### src/rtl/fifo_drain_pkg.sv
// Shared types and widths for the FIFO burst-drain consumer.
package fifo_drain_pkg;

    localparam int unsigned DATA_W = 8;
    localparam int unsigned CNT_W  = 5;

    typedef enum logic [1:0] {
        IDLE  = 2'd0,
        BURST = 2'd1,
        FLUSH = 2'd2
    } drain_state_e;

    // One output-buffer entry: data word plus end-of-burst marker.
    typedef struct packed {
        logic              last;
        logic [DATA_W-1:0] data;
    } ob_entry_t;

endpackage

### src/rtl/drain_skid_buf.sv
// Two-entry in-order valid/ready buffer holding {last, data} words popped
// from the FIFO; decouples the FIFO pop decision from downstream m_ready.
module drain_skid_buf
    import fifo_drain_pkg::*;
(
    input  logic       clk,
    input  logic       rst_n,
    input  logic       push,
    input  ob_entry_t  push_entry,
    input  logic       pop,
    output logic [1:0] ob_cnt,
    output ob_entry_t  head
);

    logic [1:0] cnt_q, cnt_d;
    logic       rd_ptr_q, rd_ptr_d;
    logic       wr_ptr_q, wr_ptr_d;
    ob_entry_t  mem_q [0:1];
    ob_entry_t  mem_d [0:1];
    logic       push_ok;
    logic       pop_ok;

    // Guard against overflow/underflow so a misbehaving caller cannot corrupt order.
    assign push_ok = push && (cnt_q != 2'd2);
    assign pop_ok  = pop && (cnt_q != 2'd0);

    always_comb begin
        cnt_d    = cnt_q;
        rd_ptr_d = rd_ptr_q;
        wr_ptr_d = wr_ptr_q;
        mem_d    = mem_q;
        if (push_ok) begin
            mem_d[wr_ptr_q] = push_entry;
            wr_ptr_d        = ~wr_ptr_q;
        end
        if (pop_ok) begin
            rd_ptr_d = ~rd_ptr_q;
        end
        case ({push_ok, pop_ok})
            2'b10:   cnt_d = cnt_q + 2'd1;
            2'b01:   cnt_d = cnt_q - 2'd1;
            default: cnt_d = cnt_q;
        endcase
    end

    always_ff @(posedge clk or negedge rst_n) begin
        if (!rst_n) begin
            cnt_q    <= 2'd0;
            rd_ptr_q <= 1'b0;
            wr_ptr_q <= 1'b0;
            mem_q[0] <= '0;
            mem_q[1] <= '0;
        end else begin
            cnt_q    <= cnt_d;
            rd_ptr_q <= rd_ptr_d;
            wr_ptr_q <= wr_ptr_d;
            mem_q[0] <= mem_d[0];
            mem_q[1] <= mem_d[1];
        end
    end

    assign ob_cnt = cnt_q;
    assign head   = mem_q[rd_ptr_q];

endmodule

### src/rtl/fifo_burst_drain.sv
// Read-side FIFO consumer: groups popped words into full bursts or
// timeout/flush-triggered short bursts on a valid/ready output stream.
module fifo_burst_drain
    import fifo_drain_pkg::*;
#(
    parameter int unsigned DEPTH     = 16,
    parameter int unsigned BURST_LEN = 4,
    parameter int unsigned TIMEOUT   = 32
) (
    input  logic              clk,
    input  logic              rst_n,
    output logic              fifo_ren,
    input  logic [DATA_W-1:0] fifo_rdata,
    input  logic              fifo_empty,
    input  logic [CNT_W-1:0]  fifo_count,
    input  logic              flush,
    output logic              m_valid,
    input  logic              m_ready,
    output logic [DATA_W-1:0] m_data,
    output logic              m_last,
    output logic              busy
);

    localparam int unsigned    TMR_W     = $clog2(TIMEOUT) + 1;
    localparam logic [TMR_W-1:0] TMR_MAX = TMR_W'(TIMEOUT - 1);
    localparam logic [CNT_W-1:0] BURST_CNT = CNT_W'(BURST_LEN);

    drain_state_e     state_q, state_d;
    logic [CNT_W-1:0] beats_left_q, beats_left_d;
    logic [TMR_W-1:0] timer_q, timer_d;

    logic [1:0]       ob_cnt;
    ob_entry_t        ob_head;
    ob_entry_t        ob_push_entry;
    logic             ob_pop;

    // Pop only with room in the output buffer; never looks at m_ready.
    assign fifo_ren = (state_q != IDLE) && (beats_left_q != '0) &&
                      !fifo_empty && (ob_cnt != 2'd2);

    assign ob_push_entry = '{last: (beats_left_q == CNT_W'(1)), data: fifo_rdata};
    assign ob_pop        = (ob_cnt != 2'd0) && m_ready;

    always_comb begin
        state_d      = state_q;
        beats_left_d = beats_left_q;
        timer_d      = timer_q;

        // Idle-with-data timer, saturating so the flush condition persists.
        if (fifo_empty || (state_q != IDLE)) begin
            timer_d = '0;
        end else if (timer_q != TMR_MAX) begin
            timer_d = timer_q + TMR_W'(1);
        end

        unique case (state_q)
            IDLE: begin
                if (fifo_count >= BURST_CNT) begin
                    state_d      = BURST;
                    beats_left_d = BURST_CNT;
                end else if ((flush || (timer_q == TMR_MAX)) && !fifo_empty) begin
                    state_d      = FLUSH;
                    beats_left_d = fifo_count;
                end
            end
            BURST, FLUSH: begin
                if (beats_left_q == '0) begin
                    state_d = IDLE;
                end else if (fifo_ren) begin
                    beats_left_d = beats_left_q - CNT_W'(1);
                end
            end
            default: state_d = IDLE;
        endcase
    end

    always_ff @(posedge clk or negedge rst_n) begin
        if (!rst_n) begin
            state_q      <= IDLE;
            beats_left_q <= '0;
            timer_q      <= '0;
        end else begin
            state_q      <= state_d;
            beats_left_q <= beats_left_d;
            timer_q      <= timer_d;
        end
    end

    drain_skid_buf u_ob (
        .clk        (clk),
        .rst_n      (rst_n),
        .push       (fifo_ren),
        .push_entry (ob_push_entry),
        .pop        (ob_pop),
        .ob_cnt     (ob_cnt),
        .head       (ob_head)
    );

    assign m_valid = (ob_cnt != 2'd0);
    assign m_data  = ob_head.data;
    assign m_last  = ob_head.last;
    assign busy    = (state_q != IDLE) || (ob_cnt != 2'd0);

    // The upstream FIFO can never report more words than it holds.
    assert property (@(posedge clk) disable iff (!rst_n) fifo_count <= CNT_W'(DEPTH));

endmodule

### config.mk
export PLATFORM = sky130hd
export DESIGN_NAME = fifo_burst_drain
export DESIGN_NICKNAME = d
export VERILOG_FILES = /design/src/rtl/fifo_drain_pkg.sv /design/src/rtl/drain_skid_buf.sv /design/src/rtl/fifo_burst_drain.sv
export SDC_FILE = /design/constraint.sdc
export NUM_CORES = 1
export LEC_CHECK = 0
export BUFFER_PORTS_ARGS = -buffer_cell sky130_fd_sc_hd__buf_4
export CAP_MARGIN = 10
export CORE_ASPECT_RATIO = 0.7
export CORE_UTILIZATION = 25
export CTS_BUF_LIST = sky130_fd_sc_hd__clkbuf_8
export CTS_CLUSTER_SIZE = 10
export DETAILED_ROUTE_END_ITERATION = 6
export GPL_TIMING_DRIVEN = 0
export PLACE_DENSITY = 0.45
export SLEW_MARGIN = 20
export SYNTH_ARGS = -nofsm -noshare
export SYNTH_HDL_FRONTEND = slang
export SYNTH_SLANG_ARGS = --single-unit
### constraint.sdc
create_clock -name clk -period 2 [get_ports clk]
set_input_delay 0.1 -clock clk [delete_from_list [all_inputs] [get_ports clk]]
set_output_delay 0.1 -clock clk [all_outputs]
set_load 0.02 [all_outputs]
# Yosys cells after proc, flatten, opt, wreduce, memory -nomap -nowiden
# Cells that the tools add are included.
# Widths: inputs -> output; s select.
[classes]
add_sub_neg = 4
magnitude_cmp = 4
eq_ne = 12
muxes = 18
n_bitwise = 4
reduce_logical = 23
[op_table]
columns = ["op", "count"]
rows = [
  ["$mux 9", 4],
  ["$mux 5", 4],
  ["$bwmux 18", 1],
  ["$mux 6", 2],
  ["$pmux 5 s2", 1],
  ["$reduce_bool 2->1", 5],
  ["$demux 9 s1", 1],
  ["$logic_and 1x1->1", 8],
  ["$pmux 2 s2", 2],
  ["$add 6x1->6 const B", 1],
  ["$eq 6x5->1 const B", 1],
  ["$mux 2", 3],
  ["$ne 2x2->1 const B", 3],
  ["$ne 6x5->1 const B", 1],
  ["$eq 5x1->1 const B", 1],
  ["$ge 5x3->1 const B", 1],
  ["$logic_not 5->1", 1],
  ["$reduce_bool 5->1", 1],
  ["$sub 5x1->5 const B", 1],
  ["$eq 2x1->1 const B", 2],
  ["$eq 2x2->1 const B", 2],
  ["$ge 2x2->1 const B", 2],
  ["$not 1->2", 2],
  ["$reduce_and 4->1", 1],
  ["other kinds (11)", 14],
]
[totals]
reg_bits = 35
inputBits = 18
output_inout_bits = 12
wordCells = 75

# Longest topological paths before layout
[logic_depth]
ltp_word = 7
ltp_mapped = 8
ltp_nobuf = 8

# Modules after synthesis
# Synthesis repeated with hierarchy kept, for this count alone.
[unflattened]
cells_unflattened = 151
hier_area_um2 = 1886.8
[modules_own_cells]
columns = ["mod", "instances", "cells_each", "area_each_um2", "seq_area_each_um2"]
rows = [
  ["drain_skid_buf", 1, 64, 1058.5, 550.5],
  ["fifo_burst_drain", 1, 87, 828.3, 325.3],
]

# Worst setup path before layout
# OpenSTA, ideal clock, no wires.
[synth_path]
path_type = "register to register"
start = "register beats_left_q[0]"
end = "register u_ob.mem_q[0] (netlist bit)"
setup_ps = 125
arrival_ps = 1894
t_required_ps = 1875
path_slack_ps = -19
path_stages_with_launch = 8
path_buffers = 0
period_less_slack_ps = 2019
cell_sequence = "dfrtp_1 > inv_1 > ha_1 > or4b_1 > nand3_2 > inv_1 > nand2_2 > mux2_2"
[synth_via]
elab_chain_cells = 5
[synth_lines]
columns = ["item", "line_no", "source"]
rows = [
  ["start: declaration", "fifo_burst_drain.sv:29", "logic [CNT_W-1:0] beats_left_q, beats_left_d;"],
  ["start signal: assignment", "fifo_burst_drain.sv:84", "beats_left_q <= beats_left_d;"],
  ["$reduce_bool 5->1", "fifo_burst_drain.sv:38", "assign fifo_ren = (state_q != IDLE) && (beats_left_q != '0) &&"],
  ["$logic_and 1x1->1 (2 in series)", "fifo_burst_drain.sv:38", ""],
  ["$logic_and 1x1->1", "fifo_burst_drain.sv:39", "!fifo_empty && (ob_cnt != 2'd2);"],
  ["via fifo_ren", "fifo_burst_drain.sv:12", "output logic fifo_ren,"],
  ["$logic_and 1x1->1", "drain_skid_buf.sv:24", "assign push_ok = push && (cnt_q != 2'd2);"],
  ["end: declaration", "drain_skid_buf.sv:18", "ob_entry_t mem_q [0:1];"],
]
# The timed path passes the listed nets, and every way through them passes these cells.
# A chain may end at the register's enable or synchronous reset.

# Worst setup path after layout
[layout_path]
start = "register beats_left_q[1]"
end = "register u_ob.mem_q[2] (netlist bit)"
[layout_via]
elab_chain_cells = 5
[layout_lines]
columns = ["item", "line_no"]
rows = [
  ["$reduce_bool 5->1", "fifo_burst_drain.sv:38"],
  ["$logic_and 1x1->1 (2 in series)", "fifo_burst_drain.sv:38"],
  ["$logic_and 1x1->1", "fifo_burst_drain.sv:39"],
  ["$logic_and 1x1->1", "drain_skid_buf.sv:24"],
]
# Every way passes these cells.

==> out/summary.md <==
Place
* post-placement cell area: 2070 µm²
* hpwl dp: 2680 µm
* placer's final routability congestion estimate: 0.808
* quantity of I/O buffers inserted on ports: 29

Clock tree
* root buf cell: sky130_fd_sc_hd__clkbuf_8
* H-tree depth: 2
* clock network latency to the later pin of the worst-skew pair: 280 ps
* clock sink count: 35
* clock buffers created by TritonCTS: 5
* clk slew on worst S/H paths: 70 ps
* buffer levels on the longest clock path: 2
* clock tree from TritonCTS: yes

Floorplanning
* die height: 71.7 µm
* die extent in x: 102 µm
* floorplan core area: 6460 µm²
* Placement Rows: 24
* starting density of the core: 26.8%
* I/O pins: 30
* DIE AREA: 7270 µm²

Layout
* final core utilization: 34.8%
* nets: 213
* layout overhead on the synthesized area: 29.7%
* Register Area: 876 µm²
* cell area after layout: 2250 µm²
* area of the multi-input gates: 873 µm²
* Layout fillers: 658
* antenna diode instance count: 0
* share of final-layout standard cells stronger than drive strength 1: 44.5%

Synthesis
* register bit total from synthesis: 35
* synth warn: 0
* post-synthesis cell type with the largest combined area: sky130_fd_sc_hd__dfrtp_1
* top cells by count, synth: 35 x sky130_fd_sc_hd__dfrtp_1, 27 x sky130_fd_sc_hd__mux2_2, 11 x sky130_fd_sc_hd__nor2_1, 9 x sky130_fd_sc_hd__nand2_1, 8 x sky130_fd_sc_hd__inv_1
* synth unique cells: 41
* Post-Synthesis Mean Instance Area: 11.6 µm²
* Synth Flop Type: sky130_fd_sc_hd__dfrtp_1
* post-synth net total: 172
* number of synthesized flops with an enable pin: 0
* dominant cell by count in the synthesized netlist: sky130_fd_sc_hd__dfrtp_1
* Cell Area, Synth: 1730 µm²
* sequential share of the synthesized area: 50.5%
* Post-Syn Instances: 149
* area fraction of the dominant cell type after synthesis: 50.5%
* share of async-settable or async-resettable flops after synthesis: 100%
* cell types with the largest area share after synthesis: sky130_fd_sc_hd__dfrtp_1 51%, sky130_fd_sc_hd__mux2_2 18%, sky130_fd_sc_hd__ha_1 3.6%

Power and ir drop
* switching share of power: 37.8%
* internal power component: 0.00225 W
* Power Dens Cells: 1610 nW/µm²
* part of the power in the clock network: 15.0%
* Peak VDD IR: 0.469 mV
* Net Sw Power: 0.00137 W
* sequential power share: 33.3%
* leakage power figure: 1.00 nW
* power share of the combinational group: 51.6%

Run
* max-cap check violation count: 0

Timing
* maximum frequency from static timing analysis: 524 MHz
* share of the cycle needed by the critical path after routing: 95.5%
* worst-case clock skew: 6.35 ps
* total setup violations reported at the end of the flow: 0
* Final Max Slew Viols: 0
* Final Hold Fails: 0
* worst-margin pin slew: 779 ps
* final-layout setup total negative slack: 0 ps
* relative slew slack: 47.7%
* crit path time final: 1910 ps

Min path
* hold path startpoint: fifo_rdata[4]
* worst min-delay path category: primary input to register

Routing
* number of search-and-repair iterations in the first detailed-routing pass: 4
* number of DRC markers after the initial detailed-route iteration: 54
* vias per inst: 4.38
* DRC violation count after routing: 0
* total wire length: 3720 µm
* via count: 1235
* wire length per cell: 13.2 µm
* Antenna Violating Nets Remaining: 0

Global routing
* wire length of the first global-routing pass: 6270 µm
* largest net degree at the start of global routing: 36
* remaining global-route overflow: 0
* antenna violations before repair: 0
* vias in the first global route: 1299
* gr usage total: 11.4%

Run status
* outcome: finished clean

Worst setup path
* data arrival time of the critical path: 2070 ps
* crit end category: register
* largest fanout on the critical path: 5
* critical path startpoint: beats_left_q[1]
* CP startpoint kind: register
* Critical Setup Path Class: register to register
* data required time at the worst endpoint: 2160 ps
* Crit Reg-Reg Startpoint: beats_left_q[1]

==> kinds of logic (layout without fill, tap and decap cells) <==
kind of cell,Yosys count,in the layout,synth area share (%)
AOI/OAI and AO/OA,18,18,7.44
xor gates and xnor gates,8,8,4.04
adders and majority gates,5,5,3.61
buffers and inverters,9,50,1.95
DFF,35,35,50.5
muxes,28,28,18.1
and+or+nand+nor,46,47,14.3
==> worst paths after layout <==
path,end,slack (ps),depth (start not counted)
min in group asynchronous,state_q[1],310,2
max in group asynchronous,u_ob.mem_q[14],1360,2
worst min register to register,u_ob.ob_cnt[1],500,1
worst min-delay path,u_ob.mem_q[4],60,2
worst max-delay path,u_ob.mem_q[2],90,7
worst max register to register,u_ob.mem_q[2],90,7
==> worst max-delay path, stage by stage, from the launching register on <==
cell and delay (ps):
sky130_fd_sc_hd__dfrtp_1 390, sky130_fd_sc_hd__inv_2 100, sky130_fd_sc_hd__ha_4 150, sky130_fd_sc_hd__or4b_4 480, sky130_fd_sc_hd__nand3_4 140, sky130_fd_sc_hd__inv_2 80
sky130_fd_sc_hd__nand2_4 100, sky130_fd_sc_hd__mux2_2 340
==> area by class of cell <==
| class | count | area share [%] |
|---|---|---|
| inverters | 8 | 1.34 |
| clock inverters | 1 | 0.167 |
| plain buffers | 1 | 0.167 |
| well taps | 91 | 5.07 |
| clock buffers | 7 | 4.29 |
| flip-flops and latches | 35 | 39.0 |
| multi-input cells | 106 | 38.9 |
| repair buffers | 33 | 11.1 |
==> sequential cells by signal, summed over array words and instances, names as in the netlist <==
| register | count |
|---|---|
| beats_left_q | 5 |
| state_q | 2 |
| timer_q | 6 |
| u_ob.mem_q | 18 |
| u_ob.ob_cnt | 2 |
| u_ob.rd_ptr_q | 1 |
| u_ob.wr_ptr_q | 1 |
==> power by group through the flow <==
stage | registers, W | logic [W] | clock network (W)
after global routing | 0.00125 | 0.00206 | 0.000615
after global placement | 0.00119 | 0.00174 | 0
after floorplan | 0.00116 | 0.00127 | 0
final | 0.00121 | 0.00187 | 0.000545
after detailed placement | 0.00121 | 0.00177 | 0
after CTS | 0.00121 | 0.00184 | 0.000576
==> metal layers <==
layer  track usage, %  wire length, µm  part of all wire [%]  up-vias
li1                 -                -                     -      610
met1             15.1             1810                    49      607
met2             17.5             1760                    47       14
met3             3.22               96                   2.6        4
met4             4.83               50                   1.3        0
met5                0                0                     0        -
==> layout by cell type (no fill, tap or decap), drive strengths merged <==
cell type | synthesis | layout
o211a | 1 | 1
xnor2 | 5 | 5
nand4 | 1 | 1
a22o | 1 | 1
inv | 8 | 9
mux2i | 1 | 1
nand2 | 11 | 12
o22ai | 1 | 1
clkbuf | 1 | 8
mux2 | 27 | 27
or4b | 1 | 1
dfrtp | 35 | 35
o211ai | 1 | 1
a311o | 1 | 1
ha | 5 | 5
nor4 | 1 | 1
nand2b | 3 | 3
dlygate4sd3 | 0 | 1
a21o | 1 | 1
a21boi | 2 | 2
buf | 0 | 32
or3 | 2 | 2
a22oi | 1 | 1
nor3 | 4 | 4
xor2 | 3 | 3
or4 | 2 | 2
o221a | 1 | 1
a31oi | 1 | 1
a21oi | 4 | 4
or2 | 2 | 2
o21ai | 3 | 3
nand3 | 3 | 3
nor2 | 12 | 12
and2 | 2 | 2
and3 | 2 | 2
==> per-stage QoR <==
stage | total power, W | hold slack, ps | std cells | setup slack, ps
3_3_place_gp | 0.00293 | 77.1 | 269 | -81.2
5_1_grt | 0.00392 | 38.6 | 282 | -14.7
2_1_floorplan | 0.00243 | -196 | 149 | 13.2
4_1_cts | 0.00362 | 45.1 | 280 | 2.70
6_report | 0.00362 | 55.2 | 282 | 89.8
3_5_place_dp | 0.00298 | 89.7 | 269 | -99.7
==> repair_timing <==
| action | CTS | global route |
|---|---|---|
| hold buffers | 1 | 0 |
| hold endpoints to repair | 35 | 0 |
| buffers inserted | 1 | 2 |
| cloned | 1 | 0 |
| pin swaps | 1 | 2 |
| endpoints found under the setup margin | 20 | 15 |
| resized for setup | 6 | 5 |
Power figures use the tool's default switching activity.
